==> src/rtl/coproc_pkg.sv <==
// Shared opcodes, FSM state encoding and default geometry for the coprocessor
// command sequencer and its datapath.
package coproc_pkg;

  localparam int N_VEC_DEF = 1024;
  localparam int AW_DEF    = 10;

  localparam logic [7:0] CMD_WRITE_A = 8'h01;
  localparam logic [7:0] CMD_WRITE_B = 8'h02;
  localparam logic [7:0] CMD_READ_A  = 8'h03;
  localparam logic [7:0] CMD_READ_B  = 8'h04;

  typedef enum logic [2:0] {
    IDLE      = 3'd0,
    WRITE     = 3'd1,
    RD_ADDR   = 3'd2,
    RD_WAIT   = 3'd3,
    RD_SEND   = 3'd4,
    RD_GUARD  = 3'd5,
    RD_TXWAIT = 3'd6
  } state_t;

  function automatic logic is_write_op(input logic [7:0] op);
    return (op == CMD_WRITE_A) || (op == CMD_WRITE_B);
  endfunction

  function automatic logic is_read_op(input logic [7:0] op);
    return (op == CMD_READ_A) || (op == CMD_READ_B);
  endfunction

endpackage

==> src/rtl/seq_timeout_ctr.sv <==
// Idle-cycle watchdog: counts enabled cycles since the last clear and flags
// expiry once LIMIT cycles have elapsed. Saturates so expiry stays asserted
// until the owner clears it.
module seq_timeout_ctr #(
  parameter int LIMIT = 1000000
) (
  input  logic clk,
  input  logic rst_n,
  input  logic i_clear,
  input  logic i_enable,
  output logic o_expired
);

  localparam int CW = $clog2(LIMIT + 1);
  localparam logic [CW-1:0] LIMIT_CNT = CW'(LIMIT);

  logic [CW-1:0] r_cnt;

  // Idle counter: clear has priority, then count up to LIMIT and hold there.
  always_ff @(posedge clk or negedge rst_n) begin
    if (!rst_n) begin
      r_cnt <= '0;
    end else if (i_clear) begin
      r_cnt <= '0;
    end else if (i_enable && (r_cnt != LIMIT_CNT)) begin
      r_cnt <= r_cnt + CW'(1);
    end else begin
      r_cnt <= r_cnt;
    end
  end

  assign o_expired = (r_cnt == LIMIT_CNT);

endmodule

==> src/rtl/coproc_cmd_sequencer.sv <==
// Command sequencer for the vector coprocessor: decodes opcodes from the UART
// receiver, streams payload bytes into vector BRAM A/B, and streams stored
// vectors back out through the UART transmitter.
module coproc_cmd_sequencer
  import coproc_pkg::*;
#(
  parameter int N_VEC   = N_VEC_DEF,
  parameter int AW      = AW_DEF,
  parameter int RD_LAT  = 1,
  parameter int TIMEOUT = 1000000
) (
  input  logic          clk,
  input  logic          rst_n,
  input  logic [7:0]    rx_data,
  input  logic          rx_ready,
  output logic [7:0]    tx_data,
  output logic          tx_start,
  input  logic          tx_busy,
  output logic [AW-1:0] addr,
  output logic [7:0]    din,
  output logic          wea_A,
  output logic          wea_B,
  input  logic [7:0]    dout_A,
  input  logic [7:0]    dout_B,
  output logic [7:0]    cur_op,
  output logic          busy,
  output logic          op_done,
  output logic          cmd_err
);

  // Counter is one bit wider than the address so N_VEC = 2**AW is reachable
  // without wrapping; completion is a plain compare.
  localparam logic [AW:0] LAST_IDX = (AW+1)'(N_VEC - 1);
  localparam logic [AW:0] FULL_CNT = (AW+1)'(N_VEC);
  // addr is registered, so the BRAM sees it one cycle after RD_ADDR; data is
  // therefore sampled RD_LAT cycles after that, i.e. after RD_LAT+1 wait cycles.
  localparam logic [1:0]  WAIT_END = 2'(RD_LAT);

  state_t        r_state;
  logic [AW:0]   r_cnt;
  logic [1:0]    r_wait;
  logic [7:0]    r_tx_data;
  logic          r_tx_start;
  logic [AW-1:0] r_addr;
  logic [7:0]    r_din;
  logic          r_wea_a;
  logic          r_wea_b;
  logic [7:0]    r_cur_op;
  logic          r_busy;
  logic          r_op_done;
  logic          r_cmd_err;

  logic w_tmo_clear;
  logic w_tmo_enable;
  logic w_tmo_expired;

  // The watchdog only runs while waiting for payload; every byte restarts it.
  assign w_tmo_clear  = (r_state != WRITE) || rx_ready;
  assign w_tmo_enable = (r_state == WRITE);

  seq_timeout_ctr #(
    .LIMIT(TIMEOUT)
  ) u_tmo (
    .clk      (clk),
    .rst_n    (rst_n),
    .i_clear  (w_tmo_clear),
    .i_enable (w_tmo_enable),
    .o_expired(w_tmo_expired)
  );

  // Main sequencer FSM with all outputs registered; pulses default low each cycle.
  always_ff @(posedge clk or negedge rst_n) begin
    if (!rst_n) begin
      r_state    <= IDLE;
      r_cnt      <= '0;
      r_wait     <= 2'd0;
      r_tx_data  <= 8'h00;
      r_tx_start <= 1'b0;
      r_addr     <= '0;
      r_din      <= 8'h00;
      r_wea_a    <= 1'b0;
      r_wea_b    <= 1'b0;
      r_cur_op   <= 8'h00;
      r_busy     <= 1'b0;
      r_op_done  <= 1'b0;
      r_cmd_err  <= 1'b0;
    end else begin
      r_tx_start <= 1'b0;
      r_wea_a    <= 1'b0;
      r_wea_b    <= 1'b0;
      r_op_done  <= 1'b0;
      r_cmd_err  <= 1'b0;
      case (r_state)
        IDLE: begin
          if (rx_ready) begin
            if (is_write_op(rx_data)) begin
              r_state  <= WRITE;
              r_cur_op <= rx_data;
              r_cnt    <= '0;
              r_busy   <= 1'b1;
            end else if (is_read_op(rx_data)) begin
              r_state  <= RD_ADDR;
              r_cur_op <= rx_data;
              r_cnt    <= '0;
              r_busy   <= 1'b1;
            end else begin
              r_cmd_err <= 1'b1;
            end
          end
        end
        WRITE: begin
          if (r_cnt == FULL_CNT) begin
            // Last element's wea is on the bus this cycle; finish next.
            r_op_done <= 1'b1;
            r_cur_op  <= 8'h00;
            r_busy    <= 1'b0;
            r_state   <= IDLE;
          end else if (rx_ready) begin
            r_din  <= rx_data;
            r_addr <= r_cnt[AW-1:0];
            if (r_cur_op == CMD_WRITE_B) begin
              r_wea_b <= 1'b1;
            end else begin
              r_wea_a <= 1'b1;
            end
            r_cnt <= r_cnt + (AW+1)'(1);
          end else if (w_tmo_expired) begin
            // Abandon the partial vector; next command restarts at element 0.
            r_cmd_err <= 1'b1;
            r_cur_op  <= 8'h00;
            r_busy    <= 1'b0;
            r_cnt     <= '0;
            r_state   <= IDLE;
          end
        end
        RD_ADDR: begin
          r_addr  <= r_cnt[AW-1:0];
          r_wait  <= 2'd0;
          r_state <= RD_WAIT;
        end
        RD_WAIT: begin
          if (r_wait == WAIT_END) begin
            r_tx_data <= (r_cur_op == CMD_READ_B) ? dout_B : dout_A;
            r_state   <= RD_SEND;
          end else begin
            r_wait <= r_wait + 2'd1;
          end
        end
        RD_SEND: begin
          if (!tx_busy) begin
            r_tx_start <= 1'b1;
            r_state    <= RD_GUARD;
          end
        end
        RD_GUARD: begin
          // uart_tx raises busy one cycle after tx_start; skip that cycle.
          r_state <= RD_TXWAIT;
        end
        RD_TXWAIT: begin
          if (!tx_busy) begin
            if (r_cnt < LAST_IDX) begin
              r_cnt   <= r_cnt + (AW+1)'(1);
              r_state <= RD_ADDR;
            end else begin
              r_op_done <= 1'b1;
              r_cur_op  <= 8'h00;
              r_busy    <= 1'b0;
              r_state   <= IDLE;
            end
          end
        end
        default: begin
          r_state  <= IDLE;
          r_cur_op <= 8'h00;
          r_busy   <= 1'b0;
        end
      endcase
    end
  end

  assign tx_data  = r_tx_data;
  assign tx_start = r_tx_start;
  assign addr     = r_addr;
  assign din      = r_din;
  assign wea_A    = r_wea_a;
  assign wea_B    = r_wea_b;
  assign cur_op   = r_cur_op;
  assign busy     = r_busy;
  assign op_done  = r_op_done;
  assign cmd_err  = r_cmd_err;

endmodule

==> config.mk <==
export PLATFORM = sky130hd
export DESIGN_NAME = coproc_cmd_sequencer
export DESIGN_NICKNAME = d
export VERILOG_FILES = /design/src/rtl/coproc_pkg.sv /design/src/rtl/seq_timeout_ctr.sv /design/src/rtl/coproc_cmd_sequencer.sv
export SDC_FILE = /design/constraint.sdc
export NUM_CORES = 1
export LEC_CHECK = 0
export CAP_MARGIN = 0
export CORE_AREA = 2 2 116 118
export DETAILED_ROUTE_END_ITERATION = 16
export DIE_AREA = 0 0 118 120
export HOLD_SLACK_MARGIN = 0.12
export SLEW_MARGIN = 20
export SYNTH_ARGS = -nofsm -noshare
export SYNTH_HDL_FRONTEND = slang
export SYNTH_SLANG_ARGS = --single-unit
==> constraint.sdc <==
create_clock -name clk -period 5.6 [get_ports clk]
set_input_delay 0.56 -clock clk [delete_from_list [all_inputs] [get_ports clk]]
set_output_delay 0.56 -clock clk [all_outputs]
set_load 0.01 [all_outputs]
# Yosys cells after proc, flatten, opt, wreduce, memory -nomap -nowiden
# Cells that the tools add are included.
[word_totals]
out_inout_bits = 40
elab_cells = 134
ff_bits = 76
inputBits = 28
[classes]
magnitude_cmp = 1
eq_ne = 30
n_reduce_logical = 17
n_addsub = 3
muxes = 67
n_bitwise = 2
[ops]
columns = ["operator", "n"]
rows = [
  ["two-way mux 11 bit", 8],
  ["two-way mux 8 bit", 9],
  ["two-way mux 20 bit", 2],
  ["one-hot mux 11 bit (3 select lines)", 1],
  ["one-hot mux 8 bit (4 select lines)", 1],
  ["two-way mux 1 bit", 27],
  ["two-way mux 3 bit", 9],
  ["== test 8 x 2 -> 1 bit (second input constant)", 3],
  ["one-hot mux 3 bit (7 select lines)", 1],
  ["AND reduction 7 bit", 3],
  ["adder 20 x 1 -> 20 bit (second input constant)", 1],
  ["== test 20 bit (second input constant)", 1],
  ["two-way mux 10 bit", 2],
  ["inequality test 20 bit (second input constant)", 1],
  ["one-hot mux 10 bit (2 select lines)", 1],
  ["inequality test 2 bit (second input constant)", 9],
  ["== test 8 x 3 -> 1 bit (second input constant)", 2],
  ["inequality test 3 bit (second input constant)", 4],
  ["adder 11 x 1 -> 11 bit (second input constant)", 1],
  ["== test 11 bit (second input constant)", 1],
  ["less-than comparator 11 x 10 -> 1 bit (second input constant)", 1],
  ["== test 3 bit (second input constant)", 3],
  ["== test 8 x 1 -> 1 bit (second input constant)", 1],
  ["== test 3 x 2 -> 1 bit (second input constant)", 2],
  ["other kinds (17)", 26],
]

# Longest topological paths before layout
# Gate-level depths: netlist (run 1).
[depth]
depth_word = 6
ltp_mapped = 8
ltp_nobuf = 6

# Hierarchy
# A second synthesis (run 1) with hierarchy kept.
[hier_totals]
cells_unflattened = 375
area_unflattened_um2 = 3868.7
[modules_own_cells]
columns = ["module", "area_each_um2", "cells_each", "seq_area_each_um2", "n_inst"]
rows = [
  ["coproc_cmd_sequencer", 2796.4, 266, 1401.3, 1],
  ["seq_timeout_ctr", 1072.3, 109, 500.5, 1],
]

# Worst setup path after synthesis (run 1)
# OpenSTA, ideal clock, no wires.
[synth_path]
path_kind = "input port to flip-flop"
from = "in rx_data[4]"
to = "reg r_busy, in the netlist busy"
t_required_ns = 5.475
path_slack_ns = 2.989
n_path_buf = 0
setup_ns = 0.125
path_stages = 5
t_arrival_ns = 2.486
path_cell_list = "or4_4 > or4b_4 > a221oi_4 > o211ai_4 > mux2_4"
[synth_between]
elab_chain_cells = 5
word_cells_on_any_way = 11
cone_classes = "5 x eq/ne; 3 x mux; 3 x reduce/logical"
[synth_lines]
columns = ["item", "line", "text"]
rows = [
  ["from (decl)", "coproc_cmd_sequencer.sv:14", "input logic [7:0] rx_data,"],
  ["== test 8 x 1 -> 1 bit / == test 8 x 2 -> 1 bit (equally long branches)", "coproc_pkg.sv:24", "return (op == CMD_WRITE_A) || (op == CMD_WRITE_B);"],
  ["logical OR 1 bit", "coproc_pkg.sv:24", ""],
  ["two-way mux 1 bit", "coproc_cmd_sequencer.sv:96", "if (is_write_op(rx_data)) begin"],
  ["two-way mux 1 bit", "coproc_cmd_sequencer.sv:95", "if (rx_ready) begin"],
  ["one-hot mux 1 bit (4 select lines)", "coproc_cmd_sequencer.sv:93", "case (r_state)"],
  ["to (signal assigned)", "coproc_cmd_sequencer.sv:100", "r_busy <= 1'b1;"],
  ["to (signal assigned)", "coproc_cmd_sequencer.sv:105", "r_busy <= 1'b1;"],
  ["to (signal assigned)", "coproc_cmd_sequencer.sv:116", "r_busy <= 1'b0;"],
  ["to (decl)", "coproc_cmd_sequencer.sv:49", "logic r_busy;"],
]
# Several ways; a longest one is shown, not always the timed one. The select of a mux whose other input is x is not followed.
# A chain may end at the register's enable or synchronous reset.

# Final worst setup path (run 1)
[layout_path]
from = "in rx_data[4]"
to = "reg r_cnt[10]"
[layout_between]
elab_chain_cells = 5
word_cells_on_any_way = 11
cone_classes = "5 x eq/ne; 3 x mux; 3 x reduce/logical"
[layout_lines]
columns = ["item", "line", "text"]
rows = [
  ["== test 8 x 1 -> 1 bit / == test 8 x 2 -> 1 bit (equally long branches)", "coproc_pkg.sv:24", ""],
  ["logical OR 1 bit", "coproc_pkg.sv:24", ""],
  ["two-way mux 11 bit", "coproc_cmd_sequencer.sv:96", ""],
  ["two-way mux 11 bit", "coproc_cmd_sequencer.sv:95", ""],
  ["one-hot mux 11 bit (3 select lines)", "coproc_cmd_sequencer.sv:93", ""],
  ["to (signal assigned)", "coproc_cmd_sequencer.sv:126", "r_cnt <= r_cnt + (AW+1)'(1);"],
  ["to (signal assigned)", "coproc_cmd_sequencer.sv:162", "r_cnt <= r_cnt + (AW+1)'(1);"],
  ["to (decl)", "coproc_cmd_sequencer.sv:40", "logic [AW:0] r_cnt;"],
]
# Several ways; a longest one is shown, not always the timed one. The select of a mux whose other input is x is not followed.

==> results of run 1 <==
[kinds of logic (layout without fill, tap and decap cells)]
kind of cell	Yosys count	after routing	share of synthesized area, %
xor+xnor	18	18	4.17
fa+ha+maj	5	5	1.66
buf+inv	24	98	2.65
simple gates	151	151	20.8
flops	76	76	50.4
mux	33	33	9.48
compound gates	57	57	10.8
other cells	0	1	0
[per-layer routing]
| metal | up-vias | track usage (%) | wire length, um | share of wire, % |
|---|---|---|---|---|
| met4 | 0 | 3.84 | 60 | 0.71 |
| li1 | 1446 | - | - | - |
| met2 | 77 | 19.0 | 3800 | 45 |
| met1 | 1403 | 16.6 | 4090 | 49 |
| met5 | - | 0 | 0 | 0 |
| met3 | 5 | 4.52 | 451 | 5.4 |
[registers in the layout (all words and copies together) (netlist names), 2 cells and up]
signal       count
addr            10
r_state          3
din              8
r_cnt           11
u_tmo.r_cnt     20
r_wait           2
cur_op           8
tx_data          8
[final timing paths]
kind | end | slack, ns | cells after the start
min in group clk | tx_data[2] | 0.48 | 2
worst min-delay path | addr[4] | 0.38 | 1
max in group asynchronous | tx_data[0] | 4.61 | 1
worst max-delay path | r_cnt[10] | 2.53 | 6
worst min register to register | tx_data[2] | 0.48 | 2
worst max register to register | r_cnt[1] | 2.85 | 5
[cell type report]
class	count	area [um2]
clock inverter	7	115
multi-input combinational	264	1770
clock buffer	9	225
fill	1290	8010
inverter	14	52.6
tap	176	220
antenna	1	2.50
timing repair buffer	68	676
sequential	76	1900
[per-stage QoR]
stage	total power, mW	util (%)	setup WS, ns
finish	2.05	38.3	2.53
global route	2.17	38.2	2.43
CTS	2.08	38.2	2.55
detailed placement	1.40	35.6	2.21
global placement	1.39	35.6	2.23
floorplan	1.13	-	2.99
[where the power goes]
group | switching [mW] | internal (mW) | total (mW)
Combinational | 0.329 | 0.330 | 0.659
Sequential | 0.0811 | 0.646 | 0.727
Clock | 0.226 | 0.433 | 0.660
Total | 0.637 | 1.41 | 2.05
[layout by cell type (no fill, tap or decap), types with 9 or more instances in the layout]
cell type	n
nor4_1	10
nor3_1	13
nand2_1	37
inv_1	14
mux2_2	18
o21ai_0	21
nor2_1	34
mux2i_1	14
clkdlybuf4s50_1	66
xor2_1	10
clkbuf_16	9
nand3_1	15
dfrtp_1	76
==> reports/results.ini, run 1 <==
[drt]
drc=0
drt-total-wl_mm=8.40
viasPerCell=4.77
first_pass_iters=4
route.detailed.wl_per_inst_um=13.7
ant_nets=0
vias=2931
first_iter_violations=183

[final_layout]
drive_gt1_share_pct=12.8
area_delta_synth_final_pct=31.5
design_area_um2=4970
final_nets=466
final_cells=615

[worst_setup_path]
startpoint=rx_data[4]
path_delay_family=simple AND/OR/NAND/NOR gates
cp_slowest_stage_delay_ns=0.55
critPathBufInv=1
worstPathArrival_ns=3.29
cp-start-kind=input port
path_class=in -> reg
required_ns=5.82
endpoint_kind=register
crit_chain=clkdlybuf4s50_1 > or4_4 > or4b_4 > and2_2 > nand4bb_1 > o31a_1
slowest_stage=or4b_4
r2r-start=r_cnt[7]
path_max_fanout=11

[grt]
grt_pass1_vias=2950
overflow=0
antenna_found_initial=1
grt_max_degree=77
track_usage_pct=12.5
grt_pass1_wl_mm=14.3

[timing]
setup_violations=0
worst_clock_skew_ns=0.00520
tns_ns=0
slew_violations=0
rsz0062_at_grt=no
fmax_mhz=326
slew_headroom_pct=36.3
period_share_pct=54.8
worstMarginPinSlew_ns=0.955
finalHoldViolCount=0
holdWs_ns=0.378
period_minus_slack_ns=3.07

[place]
post-dp-hpwl_mm=5.93
dp.cells=598
place.gp.congestion=0.818
post_dp_cell_area_um2=4620
port_buffers=67

[clocking]
tritoncts.num_buffers=9
cts-root-buf=clkbuf_16
cts_tree=built
cts-htree-levels=3
clk_path_buf_depth=2
clk_latency_ns=0.33
clk_pin_slew_worst_paths_ns=0.06
cts_resized=0
cts_setup_buffers=0
cts_sinks=76
ctsHoldBuffers=0

[synth]
synth_nets=397
yosys-top-cells-count=dfrtp_1 (76), nand2_1 (37), nor2_1 (34)
ys_warn_count=0
synth_area_leaders=dfrtp_1 (50%), mux2_2 (5.4%), mux2i_1 (3.7%)
synth_flop_cell=dfrtp_1
synth-edff-count=0
synth_area_per_cell_um2=10.4
yosys.area.top_type_share_pct=50.4
ys_seq_area_share_pct=50.4
synth_area_leader_cell=dfrtp_1
yosysUniqueCellTypes=51
ys_ff_latch=76
synth_area_um2=3780
synth_most_common_cell=dfrtp_1
async_flop_share_pct=100
syn_inst=364

[die]
boundaryPins=68
start_util_pct=29.1
chipWidth_um=118
core-area_um2=13000
die-area_um2=14200
fp-row-count=42
die_h_um=120

[outcome]
status=finished, final reports clean

[worst_hold_path]
hold_class=in -> async

[job]
drv_cap=0

[power]
p_leak_nw=2.06
powerDensity_nw_per_um2=412
ir_drop_uv=134

Note: power is estimated with default switching activity, not from simulation.
==> inputs of run 2 (changes only) <==
==> constraint.sdc (replaced) <==
create_clock -name clk -period 2.48 [get_ports clk]
set_input_delay 0.248 -clock clk [delete_from_list [all_inputs] [get_ports clk]]
set_output_delay 0.248 -clock clk [all_outputs]
set_load 0.01 [all_outputs]
==> reports/results.ini, run 2 (synthesis gave the netlist of run 1 again) <==
[outcome]
status=finished, final reports clean

[timing]
worstMarginPinSlew_ns=0.954  ; -0.000602 ns
period_share_pct=96.8
slew_violations=0  ; unchanged
finalHoldViolCount=0  ; unchanged
fin_ws_ns=0.0796  ; -2.45 ns
rsz0062_at_grt=no
period_minus_slack_ns=2.40
worst_clock_skew_ns=0.00459  ; -0.000606 ns
holdWs_ns=0.0751  ; -0.303 ns
fmax_mhz=417
setup_violations=0  ; unchanged
tns_ns=0  ; unchanged
slew_headroom_pct=36.4  ; +0.040 points

[final_layout]
final_cells=631  ; +2.6%
layout_common_cells=dfrtp_1 (76), clkdlybuf4s50_1 (66), nand2_1 (37), nor2_1 (34), o21ai_0 (22)
largest_register_ffs=20  ; unchanged
drive_gt1_share_pct=16.0  ; +3.3 points
design_area_um2=5050  ; +1.7%
final_nets=484  ; +3.9%
final.fill_count=1298  ; +0.62%
mostFrequentLayoutCell=dfrtp_1
diodes=0  ; -1
regMostFlops=u_tmo.r_cnt
area_delta_synth_final_pct=33.8
final_core_util_pct=38.9  ; +0.65 points

[drt]
viasPerCell=4.72  ; -0.91%
drt-total-wl_mm=8.48  ; +0.87%
ant_nets=0  ; unchanged
first_pass_iters=5  ; +1
route.detailed.wl_per_inst_um=13.4  ; -1.7%
first_iter_violations=148  ; -19%
drc=0  ; unchanged
vias=2980  ; +1.7%

[worst_setup_path]
cp.depth=7  ; +1
worstPathArrival_ns=2.62  ; -0.67 ns
path_max_fanout=10  ; -1
startpoint=rx_data[4]
cp-start-kind=input port
path_delay_family=simple AND/OR/NAND/NOR gates
required_ns=2.70  ; -3.12 ns
path_class=in -> reg
endpoint_kind=register
cp_slowest_stage_delay_ns=0.55  ; about the same
rr_worst_depth=7  ; +2
critPathCapture=r_cnt[0]
slowest_stage=or4_4
critPathBufInv=2  ; +1
regToRegSetupSlack_ns=0.20  ; -2.65 ns
reg2reg_to=r_state[2]
r2r-start=r_state[0]
crit_chain=clkdlybuf4s50_1 > or4_4 > or4b_4 > and2_2 > nand4bb_1 > buf_4 > a21o_1

[grt]
grt_max_degree=77  ; unchanged
antenna_found_initial=0  ; -1
grt_pass1_vias=3029  ; +2.7%
overflow=0  ; unchanged
track_usage_pct=12.5  ; -0.036 points
grt_pass1_wl_mm=14.4  ; +0.83%

[power]
p_seq_share_pct=35.8  ; +0.3 points
powerDensity_nw_per_um2=894  ; +120%
power.switching_mw=1.42  ; +120%
p_int_mw=3.09  ; +120%
swShare_pct=31.5  ; +0.41 points
p_clk_share_pct=28.1  ; -4.1 points
ir_drop_uv=321  ; +140%
p_leak_nw=2.13  ; +3.3%
combinationalPowerShare_pct=36.1  ; +3.9 points
total_power_mw=4.52  ; +120%

[clocking]
cts_resized=0  ; unchanged
tritoncts.num_buffers=9  ; unchanged
cts-htree-levels=3  ; unchanged
cts-root-buf=clkbuf_16
clk_path_buf_depth=2  ; unchanged
clk_pin_slew_worst_paths_ns=0.06  ; about the same
cts_tree=built
cts_sinks=76  ; unchanged
clk_latency_ns=0.33  ; about the same

[place]
post_dp_cell_area_um2=4750  ; +2.8%
place.gp.congestion=0.817  ; about the same
port_buffers=67  ; unchanged
post-place-ws_ns=-0.334  ; -2.54 ns
dp.cells=615  ; +2.8%
post-dp-hpwl_mm=6.14  ; +3.5%

[die]
core-area_um2=13000  ; unchanged
fp-row-count=42  ; unchanged
die_h_um=120  ; unchanged
boundaryPins=68  ; unchanged
chipWidth_um=118  ; unchanged
die-area_um2=14200  ; unchanged
start_util_pct=29.1  ; unchanged

[job]
drv_cap=0  ; unchanged

[worst_hold_path]
hold_class=in -> async

run 2: changes by cell type in the layout (fill, tap and decap cells not counted), sizes merged:
cell	change
buf	+18
bufinv	-2
clkbuf	+1
clkinv	+1
clkinvlp	-1
diode	-1
run 2: worst min-delay path by stage:
stage	cells after the start	slack [ns]	end	from
3_3_place_gp	1	0.46	addr[3]	rst_n
4_1_cts	1	0.12	addr[4]	rst_n
2_1_floorplan	0	-0.05	addr[0]	rst_n
5_1_grt	1	0.17	addr[3]	rst_n
3_5_place_dp	1	0.47	addr[4]	rst_n
6_report	1	0.08	addr[4]	rst_n
run 2: power by group through the flow:
stage          Combinational [mW]  Clock (mW)  Sequential [mW]
6_report                     1.63        1.27             1.62
5_1_grt                      1.79        1.38             1.65
4_1_cts                      1.64        1.32             1.62
3_5_place_dp                 1.63           0             1.64
3_3_place_gp                 1.60           0             1.63
2_1_floorplan               0.874           0             1.69
run 2: layout make-up:
type	instances	area [um2]	area share, %
well taps	176	220	4.36
clock inverters	5	52.6	1.04
flip-flops and latches	76	1900	37.7
inverters	14	52.6	1.04
repair buffers	86	811	16.1
multi-input cells	264	1770	35.1
clock buffers	10	239	4.73
run 2: repair_timing:
action	4_1_cts	5_1_grt
setup endpoints to repair	0	9
buffers inserted	0	1
hold buffers	0	0
run 2: metal layers:
metal	up-vias	share of wire (%)	global-route usage [%]
met5	-	0	0
met4	0	0.92	3.39
met3	10	4.7	3.47
met2	70	47	20.7
met1	1426	47	15.9
li1	1474	-	-
